==> src/rtl/b01_pkg.sv <==
// Shared constants and types for the b01 output collector.
package b01_pkg;

    // Default word width and overflow-counter width.
    localparam int unsigned DEF_WIDTH = 8;
    localparam int unsigned DEF_CNT_W = 8;

    // Output holding-register state.
    typedef enum logic {
        OUT_EMPTY = 1'b0,
        OUT_FULL  = 1'b1
    } out_state_e;

endpackage

==> src/rtl/b01_sat_counter.sv <==
// Saturating up-counter: increments on inc and sticks at all-ones.
module b01_sat_counter #(
    parameter int unsigned W = 8
) (
    input  logic         clock,
    input  logic         reset,
    input  logic         inc,
    output logic [W-1:0] count
);

    logic [W-1:0] count_q;

    // Count register; never wraps past the all-ones value.
    always_ff @(posedge clock or negedge reset) begin
        if (!reset) begin
            count_q <= '0;
        end else if (inc && (count_q != {W{1'b1}})) begin
            count_q <= count_q + W'(1);
        end
    end

    assign count = count_q;

endmodule

==> src/rtl/b01_out_collector.sv <==
// Packs the b01 comparator's serial outp stream into WIDTH-bit words, tags
// each word with any overflw seen during it, and offers the word through a
// one-entry valid/ready holding register. Counts overflow events and flags
// words lost under backpressure.
module b01_out_collector
    import b01_pkg::*;
#(
    parameter int unsigned WIDTH = DEF_WIDTH,
    parameter int unsigned CNT_W = DEF_CNT_W
) (
    input  logic             clock,
    input  logic             reset,
    input  logic             en,
    input  logic             outp,
    input  logic             overflw,
    output logic [WIDTH-1:0] word_data,
    output logic             word_ovf,
    output logic             word_valid,
    input  logic             word_ready,
    output logic [CNT_W-1:0] ovf_total,
    output logic             overrun,
    input  logic             clr_overrun
);

    localparam int unsigned BCW = $clog2(WIDTH);
    localparam logic [BCW-1:0] LAST_BIT = BCW'(WIDTH - 1);

    // Collector state
    logic [WIDTH-1:0] shift_q;
    logic [BCW-1:0]   bit_cnt_q;
    logic             acc_ovf_q;

    // Output holding register state
    out_state_e       state_q, state_d;
    logic [WIDTH-1:0] data_q;
    logic             dovf_q;
    logic             overrun_q, overrun_d;

    logic [WIDTH-1:0] new_word;
    logic             new_ovf;
    logic             complete;
    logic             load;
    logic             drop;

    // Current word with this cycle's bit merged in, used both for the
    // collector update and as the completed word.
    always_comb begin
        new_word            = shift_q;
        new_word[bit_cnt_q] = outp;
    end

    assign new_ovf  = acc_ovf_q | overflw;
    assign complete = en && (bit_cnt_q == LAST_BIT);

    // Serial collector: only qualified edges advance it.
    always_ff @(posedge clock or negedge reset) begin
        if (!reset) begin
            shift_q   <= '0;
            bit_cnt_q <= '0;
            acc_ovf_q <= 1'b0;
        end else if (en) begin
            shift_q <= new_word;
            if (complete) begin
                bit_cnt_q <= '0;
                acc_ovf_q <= 1'b0;
            end else begin
                bit_cnt_q <= bit_cnt_q + BCW'(1);
                acc_ovf_q <= new_ovf;
            end
        end
    end

    // Holding-register next state: load, drain, or drop on collision.
    always_comb begin
        state_d   = state_q;
        load      = 1'b0;
        drop      = 1'b0;
        unique case (state_q)
            OUT_EMPTY: begin
                if (complete) begin
                    load    = 1'b1;
                    state_d = OUT_FULL;
                end
            end
            OUT_FULL: begin
                if (word_ready) begin
                    // Simultaneous drain and completion keeps valid high.
                    if (complete) begin
                        load = 1'b1;
                    end else begin
                        state_d = OUT_EMPTY;
                    end
                end else if (complete) begin
                    drop = 1'b1;
                end
            end
            default: state_d = OUT_EMPTY;
        endcase

        // A drop in the same cycle as a clear must still be reported.
        overrun_d = overrun_q;
        if (drop) begin
            overrun_d = 1'b1;
        end else if (clr_overrun) begin
            overrun_d = 1'b0;
        end
    end

    // Holding register, FSM state and sticky overrun flag.
    always_ff @(posedge clock or negedge reset) begin
        if (!reset) begin
            state_q   <= OUT_EMPTY;
            data_q    <= '0;
            dovf_q    <= 1'b0;
            overrun_q <= 1'b0;
        end else begin
            state_q   <= state_d;
            overrun_q <= overrun_d;
            if (load) begin
                data_q <= new_word;
                dovf_q <= new_ovf;
            end
        end
    end

    b01_sat_counter #(
        .W (CNT_W)
    ) u_ovf_cnt (
        .clock (clock),
        .reset (reset),
        .inc   (en & overflw),
        .count (ovf_total)
    );

    assign word_data  = data_q;
    assign word_ovf   = dovf_q;
    assign word_valid = (state_q == OUT_FULL);
    assign overrun    = overrun_q;

endmodule
==> config.mk <==
export PLATFORM = sky130hd
export DESIGN_NAME = b01_out_collector
export DESIGN_NICKNAME = d
export VERILOG_FILES = /design/src/rtl/b01_pkg.sv /design/src/rtl/b01_sat_counter.sv /design/src/rtl/b01_out_collector.sv
export SDC_FILE = /design/constraint.sdc
export NUM_CORES = 1
export LEC_CHECK = 0
export ABC_AREA = 0
export BUFFER_PORTS_ARGS = -buffer_cell sky130_fd_sc_hd__buf_4
export CAP_MARGIN = 30
export CELL_PAD_IN_SITES_DETAIL_PLACEMENT = 1
export CELL_PAD_IN_SITES_GLOBAL_PLACEMENT = 2
export CORE_MARGIN = 2
export CORE_UTILIZATION = 39
export DETAILED_ROUTE_END_ITERATION = 8
export PLACE_DENSITY = 0.91
export SKIP_LAST_GASP = 1
export SLEW_MARGIN = 0
export SYNTH_ARGS = -nofsm -noshare
export SYNTH_HDL_FRONTEND = slang
export SYNTH_HIERARCHICAL = 1
export SYNTH_SLANG_ARGS = --single-unit
==> constraint.sdc <==
create_clock -name clock -period 3.62 [get_ports clock]
set_input_delay 0.724 -clock clock [delete_from_list [all_inputs] [get_ports clock]]
set_output_delay 0.724 -clock clock [all_outputs]
set_load 0.02 [all_outputs]
==> out/qor.yml, run 1 <==
period_needed_ns: 2.22
synthAdderAreaFrac: 0.0237
ys_types: 39
drtAntennaViolNets: 0
crit_chain: "ha_1 -> ha_1 -> and2_1 -> and2_1 -> a31oi_2"
cts_tree: "done"
wl_per_cell_um: 16.4
synth_warnings: 6
crit_required_ns: 3.75
post-place-cells: 208
clockBufferDepth: 2
final_util: 0.470
area_growth_pct: 17.7
row_count: 23
num_antenna_cells: 0
clock_power_share: 0.172
cts_setup_buffers: 0
grt_antenna_before_repair: 0
ff_latch_area_um2: 776
ctsResizeCount: 0
detail_route.first_pass.iterations: 4
arrival_ns: 2.36
relSlewSlack: 0.674
ys_ff_latch: 31
clock-sinks: 31
synth_area_leaders: "dfrtp_1 (49%), mux2_1 (6.4%), a21oi_1 (3.5%)"
setup_viol: 0
synthArstFlopShare: 1.00
drtIter0Drc: 38
synth_compound_area_frac: 0.164
netlist_area_mm2: 0.00159
finClkSkew_ns: 0.00655
worstMarginPinSlew_ns: 0.489
clk_pin_slew_ns: 0.07
viasPerCell: 5.34
pin_count: 26
clock_latency_ns: 0.28
p_int_mw: 0.942
dpl.hpwl_mm: 2.49
grt_pass1_wl_mm: 5.77
synth_mux_area_frac: 0.112
syn_nets: 151
yosys.area.top_type_share: 0.489
synth_top_family_by_area: "compound AO/OA/AOI/OAI gates"
grt_pass1_vias: 1137
outcome: "complete, no violations"
grt_max_degree: 32
synth_ff_type: "dfrtp_1"
cp_slowest_cell: "dfrtp_1"
dieWidth_um: 67.8
maxCapViolCount: 0
postSynthAreaPerCell_um2: 11.3
dieArea_mm2: 0.00459
coreArea_mm2: 0.00397
layout_commonest_cell: "dfrtp_1"
slew_viol_final: 0
multi_input_area_um2: 742
gp_congestion: 0.818
instances_no_fill: 215
drcViolationCount: 0
path_max_fanout: 16
final.setup.tns_ns: 0
leakagePower_nw: 0.804
portBuffers: 25
worstHoldPathType: "in2async"
vdd_drop_max_uv: 345
die_y_um: 67.8
syn_inst: 141
nFillCells: 443
worstSetupStartpointType: "flop"
slowest_delay_ns: 0.64
combinationalPowerShare: 0.407
start_util: 0.399
power_density_mw_per_mm2: 845
path_class: "reg2reg"
pwr-share-seq: 0.421
drt-total-wl_mm: 3.53
final_cell_mix: "dfrtp_1 (31), buf_4 (25), a21oi_1 (11)"
end_kind: "flop"
yosysSeqAreaShare: 0.489
power_switching_mw: 0.636
clock.fmax_ghz: 0.449
synth-xor-area-share: 0.0110
route.vias.total: 1149
timing.final.crit_share: 0.615
drive_above_1_share: 0.303
yosysTopAreaCell: "dfrtp_1"
synth-simple-area-share: 0.157
num-nets-final: 175
grt_use_total: 0.176
grt.overflow.total: 0
ctsHoldBuffers: 0
hold_viol_final: 0
clock-root-buffer: "clkbuf_8"
p_sw_frac: 0.403
cts_inserted_buffers: 5
htreeDepth: 2
synth_edf_count: 0
rsz0062_at_grt: "no"
[sequential cells by signal, summed over array words and instances, names as in the netlist]
name / cells
overrun: 1
acc_ovf_q: 1
word_data: 8
word_ovf: 1
u_ovf_cnt/count: 8
shift_q: 8
word_valid: 1
bit_cnt_q: 3
[cell usage after synthesis, types with 3 or more instances]
cell / n
a21oi_1: 11
a21oi_2: 6
a31oi_2: 3
and2_1: 3
buf_4: 3
dfrtp_1: 31
ha_1: 3
inv_1: 3
mux2_1: 9
mux2i_1: 5
nand2_1: 7
nand2b_1: 5
nand3_1: 6
nand3b_1: 3
nor2_1: 5
nor2b_1: 3
nor3_1: 3
o21ai_0: 5
[through the flow]
| step | setup WS (ns) | cell area [um2] | hold slack [ns] | total power [mW] |
|---|---|---|---|---|
| detailed placement | 1.46 | 1780 | 0.479 | 1.32 |
| finish | 1.40 | 1870 | 0.366 | 1.58 |
| global route | 1.19 | 1870 | 0.385 | 1.70 |
| global placement | 1.54 | 1780 | 0.470 | 1.28 |
| floorplan | 1.74 | 1590 | 0.428 | 1.07 |
| CTS | 1.39 | 1870 | 0.378 | 1.60 |
[path summary, 6_finish.rpt]
kind                               from           end  slack [ns]  cells after the start
min in group clock           shift_q[4]    shift_q[4]        0.49                      1
max reg2reg                bit_cnt_q[1]  word_data[6]        1.40                      5
max                        bit_cnt_q[1]  word_data[6]        1.40                      5
min reg2reg                  shift_q[4]    shift_q[4]        0.49                      1
max in group asynchronous         reset    shift_q[6]        2.96                      1
min                               reset  word_data[7]        0.37                      1
[layout make-up]
class,count,share of cell area
clock buffers,6,0.0442
clock inverters,1,0.00268
inverters,3,0.00603
multi-input cells,99,0.397
flip-flops and latches,31,0.416
well taps,50,0.0335
repair buffers,25,0.101
[metal layers]
metal  GRT usage  up-vias  wire [um]
met5           0        -          0
met4      0.0650        0         51
met3      0.0567        4        125
met2       0.272       20       1710
met1       0.230      570       1640
li1            -      555          -
[cells by family (layout without fill, tap and decap cells)]
logic type	Yosys count	after routing
AND/OR/NAND/NOR	42	42
AO/OA/AOI/OAI	36	36
flip-flops	31	31
multiplexers	16	16
buffers and inverters	11	35
adder cells (fa/ha/maj)	3	3
XOR/XNOR	2	2
[power groups by stage]
stage | clock network, mW | logic [mW] | registers (mW)
floorplan | 0 | 0.359 | 0.716
global placement | 0 | 0.624 | 0.652
CTS | 0.280 | 0.653 | 0.667
detailed placement | 0 | 0.646 | 0.671
finish | 0.271 | 0.642 | 0.665
global route | 0.296 | 0.705 | 0.698
[worst max-delay path, delay by kind of cell, from the launching register on]
kind                     cells  cell delay [ns]
AND/OR/NAND/NOR              2             0.84
AO/OA/AOI/OAI                1             0.14
adder cells (fa/ha/maj)      2             0.45
flip-flops                   1             0.64
No activity file was read; power rests on OpenSTA's default activity.
==> run 2, diff against run 1 <==
Settings changed: ABC_AREA 0 to 1, CORE_UTILIZATION 39 to 29, PLACE_DENSITY 0.91 to 0.81.
Clock period 3.62 ns to 2 ns, I/O delays scaled along.
==> run 2 against run 1 <==
  * Routed wire length is 6.1% higher
  * Highest routed layer unchanged
  * First-iteration DRC count up 39%
  * Final cell count increased by 39%
  * Largest cell class unchanged
  * Count of clock-buffer cells in the layout rose by 2
  * Cell area rose by 4.6%
  * Sequential power up 62%
==> out/qor.yml, run 2 <==
syn_inst: 199
final_cell_mix: "nand2_1 (73), dfrtp_1 (31), nand3_1 (27)"
cts_setup_buffers: 0
period_needed_ns: 1.59
maxCapViolCount: 0
slew_viol_final: 0
post-place-ws_ns: 0.408
syn_nets: 209
dpl.hpwl_mm: 2.64
cts_inserted_buffers: 5
grt_antenna_before_repair: 0
final.setup.tns_ns: 0
postSynthAreaPerCell_um2: 8.09
clock.fmax_ghz: 0.631
wl_per_cell_um: 12.5
worstSetupStartpointType: "flop"
grt_max_degree: 32
drtAntennaViolNets: 0
synth_edf_count: 0
crit_chain: "ha_1 -> ha_1 -> nand2_4 -> nor2_8 -> inv_4 -> nand2_1 -> nand2_1"
worstMarginPinSlew_ns: 0.411
yosys.area.top_type_share: 0.482
detail_route.first_pass.iterations: 4
final.setup.worst_slack_ns: 0.415
drcViolationCount: 0
htreeDepth: 2
finClkSkew_ns: 0.00454
path_max_fanout: 10
slowest_delay_ns: 0.54
leakagePower_nw: 1.01
die_y_um: 78.5
synth_common_cells: "nand2_1 (73), dfrtp_1 (31), nand3_1 (27), inv_1 (21)"
synth_area_leaders: "dfrtp_1 (48%), nand2_1 (17%), nand3_1 (8.4%)"
area_growth_pct: 21.3
wl_met2_mm: 1.61
num-nets-final: 236
nFillCells: 676
hold_viol_final: 0
coreArea_mm2: 0.00544
cts_tree: "done"
met3_length_um: 170
cp_slowest_cell: "dfrtp_1"
drive_above_1_share: 0.198
ys_ff_latch: 31
r2r-start: "bit_cnt_q[1]"
crit_required_ns: 2.17
clockBufferDepth: 2
clock_latency_ns: 0.28
layout_commonest_cell: "nand2_1"
grt.overflow.total: 0
drt-total-wl_mm: 3.74
rsz0062_at_grt: "no"
ctsHoldBuffers: 0
drtIter0Drc: 53
relSlewSlack: 0.726
power_density_mw_per_mm2: 1310
gp_congestion: 0.749
grt_pass1_wl_mm: 6.38
grt_use_total: 0.135
grt_pass1_vias: 1318
yosysTopAreaCell: "dfrtp_1"
worstHoldPathType: "in2async"
ys_types: 26
dieWidth_um: 78.5
synthArstFlopShare: 1.00
row_count: 27
num_antenna_cells: 0
arrival_ns: 1.75
drt-met1-wl_mm: 1.90
yosysSeqAreaShare: 0.482
reg2reg_to: "word_data[2]"
setup_viol: 0
vdd_drop_max_uv: 520
clock-sinks: 31
top_layer_used: "met4"
synth_warnings: 6
power.total_mw: 2.57
portBuffers: 25
viasPerCell: 4.55
clk_pin_slew_ns: 0.07
netlist_area_mm2: 0.00161
dieArea_mm2: 0.00616
pin_count: 26
outcome: "complete, no violations"
synth_ff_type: "dfrtp_1"
r2r_cells: 7
rrSetupSlack_ns: 0.41
synth_most_common_cell: "nand2_1"
route.vias.total: 1361
start_util: 0.296
timing.final.crit_share: 0.793
ctsResizeCount: 0
final_util: 0.359
end_kind: "flop"
clock-root-buffer: "clkbuf_8"
path_class: "reg2reg"
## run 2: changes by cell type after synthesis, sizes merged, moves of 4 or more
cell | previous run | this run
nand2 | 7 | 77
inv | 3 | 24
nand3 | 7 | 27
a21oi | 17 | 1
mux2 | 11 | 0
nor2 | 5 | 12
a31oi | 5 | 0
mux2i | 5 | 0
nand2b | 5 | 0
nand4 | 2 | 6
## run 2: metrics by stage
step	hold slack, ns	std cells	instance area, um2
2_1_floorplan	0.104	199	1610
3_3_place_gp	0.369	291	1850
3_5_place_dp	0.369	291	1850
4_1_cts	0.0611	299	1950
5_1_grt	0.0645	299	1950
6_report	0.0451	299	1950
## run 2: worst max-delay path, delay by kind of cell (launching register included)
kind | cells | cell delay, ns
buffers and inverters | 1 | 0.09
flip-flops | 1 | 0.54
AND/OR/NAND/NOR | 4 | 0.42
adder cells (fa/ha/maj) | 2 | 0.41
## run 2: cell type report
cell class,count,area [um2],share of cell area
flip-flops and latches,31,776,0.397
multi-input cells,139,703,0.360
repair buffers,25,188,0.0962
clock buffers,8,100,0.0513
inverters,24,95.1,0.0487
well taps,72,90.1,0.0462
## run 2: power breakdown
part / switching [mW] / leakage (nW) / internal (mW) / total [mW]
sequential: 0.223 / 0.392 / 0.857 / 1.08
clock: 0.236 / 0.0515 / 0.314 / 0.550
combinational: 0.557 / 0.565 / 0.379 / 0.936
total: 1.02 / 1.01 / 1.55 / 2.57
## run 2: routing by layer
layer  global-route usage  up-vias
met1                0.181      644
met5                    0        -
li1                     -      685
met3               0.0402        5
met4               0.0526        0
met2                0.203       27
## run 2: logic make-up (layout without fill, tap and decap cells)
logic type                 Yosys count  after routing  synth area share
and+or+nand+nor                    124            124             0.368
DFF                                 31             31             0.482
buffers and inverters               29             57            0.0809
AOI/OAI and AO/OA                   10             10            0.0350
adders and majority gates            3              3            0.0233
xor gates and xnor gates             2              2            0.0109
## run 2: how the worst max path moves through the flow
stage,startpoint,to,cells past startpoint
after floorplan,u_ovf_cnt/count[0],u_ovf_cnt/count[5],8
after global placement,bit_cnt_q[0],word_data[5],7
after detailed placement,bit_cnt_q[0],word_data[1],7
after CTS,bit_cnt_q[0],word_data[5],7
after global routing,bit_cnt_q[1],word_data[1],7
final,bit_cnt_q[1],word_data[2],7
==> run 3, diff against run 2 <==
Clock period 2 ns to 1.4 ns, I/O delays scaled along.
==> run 3 against run 2 <==
  * Sequential share of layout area shrank 1.9 points
  * Critical path depth is the same
  * Via count grew 4.8%
  * Sequential power grew 35%
  * Core utilization grew 1.8 points
  * Clock skew grew 0.0015 ns
  * Die area is the same
  * Sequential cell count is the same
  * Combinational power grew 66%
  * Final cell count grew 4.0%
  * Largest power group is now combinational logic
  * Highest routed layer unchanged
==> out/qor.yml, run 3 (synthesis results as in run 2) <==
wl_per_cell_um: 12.7
clock-root-buffer: "clkbuf_8"
dieWidth_um: 78.5
slew_viol_final: 0
setup_viol: 0
drt-total-wl_mm: 3.95
combinationalPowerShare: 0.407
post-place-cells: 297
cts_inserted_buffers: 5
pin_count: 26
clock_latency_ns: 0.28
path_buf_inv: 1
drcViolationCount: 0
num-nets-final: 248
cp_slowest_cell: "dfrtp_1"
grt_max_degree: 32
p_sw_frac: 0.393
end_kind: "flop"
p_int_mw: 2.30
clockBufferDepth: 2
portBuffers: 25
hold_viol_final: 0
grt_pass1_vias: 1387
crit_required_ns: 1.57
row_count: 27
drive_above_1_share: 0.238
vdd_drop_max_uv: 781
outcome: "complete, no violations"
path_delay_family: "adder cells"
worstHoldPathType: "in2reg"
gp_congestion: 0.742
instances_no_fill: 311
dieArea_mm2: 0.00616
grt_antenna_before_repair: 0
clk_pin_slew_ns: 0.07
die_y_um: 78.5
path_max_fanout: 5
drtAntennaViolNets: 0
start_util: 0.296
route.vias.total: 1426
post-place-ws_ns: 0.0352
clock-sinks: 31
crit_chain: "ha_1 -> ha_2 -> nand2_4 -> nor2_8 -> buf_4 -> o21ai_1 -> nand2_1"
worstMarginPinSlew_ns: 0.420
final_util: 0.377
ff_latch_area_um2: 776
worstSetupStartpointType: "flop"
dpl.hpwl_mm: 2.80
finClkSkew_ns: 0.00600
viasPerCell: 4.59
period_needed_ns: 1.36
timing.final.crit_share: 0.971
detail_route.first_pass.iterations: 4
grt.overflow.total: 0
nFillCells: 672
final.setup.worst_slack_ns: 0.0413
htreeDepth: 2
slowest_delay_ns: 0.38
hold_ws_ns: 0.193
leakagePower_nw: 1.07
arrival_ns: 1.53
cts_tree: "done"
final_cell_mix: "nand2_1 (73), buf_4 (35), dfrtp_1 (31)"
clock.fmax_ghz: 0.736
power_density_mw_per_mm2: 1850
power.total_mw: 3.79
power_switching_mw: 1.49
path_class: "reg2reg"
drtIter0Drc: 70
grt_pass1_wl_mm: 6.53
multi_input_area_um2: 717
num_antenna_cells: 0
grt_use_total: 0.138
clock_power_share: 0.207
coreArea_mm2: 0.00544
layout_commonest_cell: "nand2_1"
pwr-share-seq: 0.385
maxCapViolCount: 0
relSlewSlack: 0.719
area_growth_pct: 27.4
## run 3: layout make-up
| class | instances | area share |
|---|---|---|
| Tap cell | 72 | 0.0439 |
| Timing Repair Buffer | 36 | 0.133 |
| Multi-Input combinational cell | 140 | 0.350 |
| Sequential cell | 31 | 0.378 |
| Clock buffer | 8 | 0.0488 |
| Inverter | 24 | 0.0464 |
## run 3: worst register-to-register path: stages (launching register included)
cell and delay, ns:
dfrtp_1 0.38, ha_1 0.20, ha_2 0.19, nand2_4 0.13, nor2_8 0.06, buf_4 0.15
o21ai_1 0.07, nand2_1 0.06
## run 3: what timing repair did
item,CTS,global route
hold buffers,1,0
setup buffers,0,4
setup endpoints to repair,0,9
resized for setup,0,1
hold endpoints to repair,31,0
## run 3: routing by layer
metal	vias up	wire [um]	GRT usage
met5	-	0	0
met4	0	76	0.0632
met3	7	147	0.0368
met2	22	1780	0.210
met1	688	1950	0.182
li1	709	-	-
## run 3: path summary, 6_finish.rpt
check | start | end | slack [ns] | cells after the start
min in group asynchronous | reset | shift_q[2] | 0.47 | 2
setup / recovery | bit_cnt_q[0] | word_ovf | 0.04 | 7
setup reg to reg | bit_cnt_q[0] | word_ovf | 0.04 | 7
hold / removal | clr_overrun | overrun | 0.19 | 2
hold reg to reg | shift_q[1] | shift_q[1] | 0.49 | 2
max in group asynchronous | reset | u_ovf_cnt/count[5] | 0.63 | 2
## run 3: power groups by stage
stage                     combinational (mW)  sequential (mW)  clock, mW
after floorplan                        0.790             1.65          0
after global placement                  1.49             1.48          0
after detailed placement                1.53             1.48          0
after CTS                               1.54             1.47      0.817
after global routing                    1.73             1.52      0.862
final                                   1.55             1.46      0.786
## run 3: through the flow
| stage | instance area (um2) | TNS [ns] |
|---|---|---|
| 2_1_floorplan | 1610 | 0 |
| 3_3_place_gp | 1900 | 0 |
| 3_5_place_dp | 1900 | 0 |
| 4_1_cts | 2010 | 0 |
| 5_1_grt | 2050 | -0.0190 |
| 6_report | 2050 | 0 |
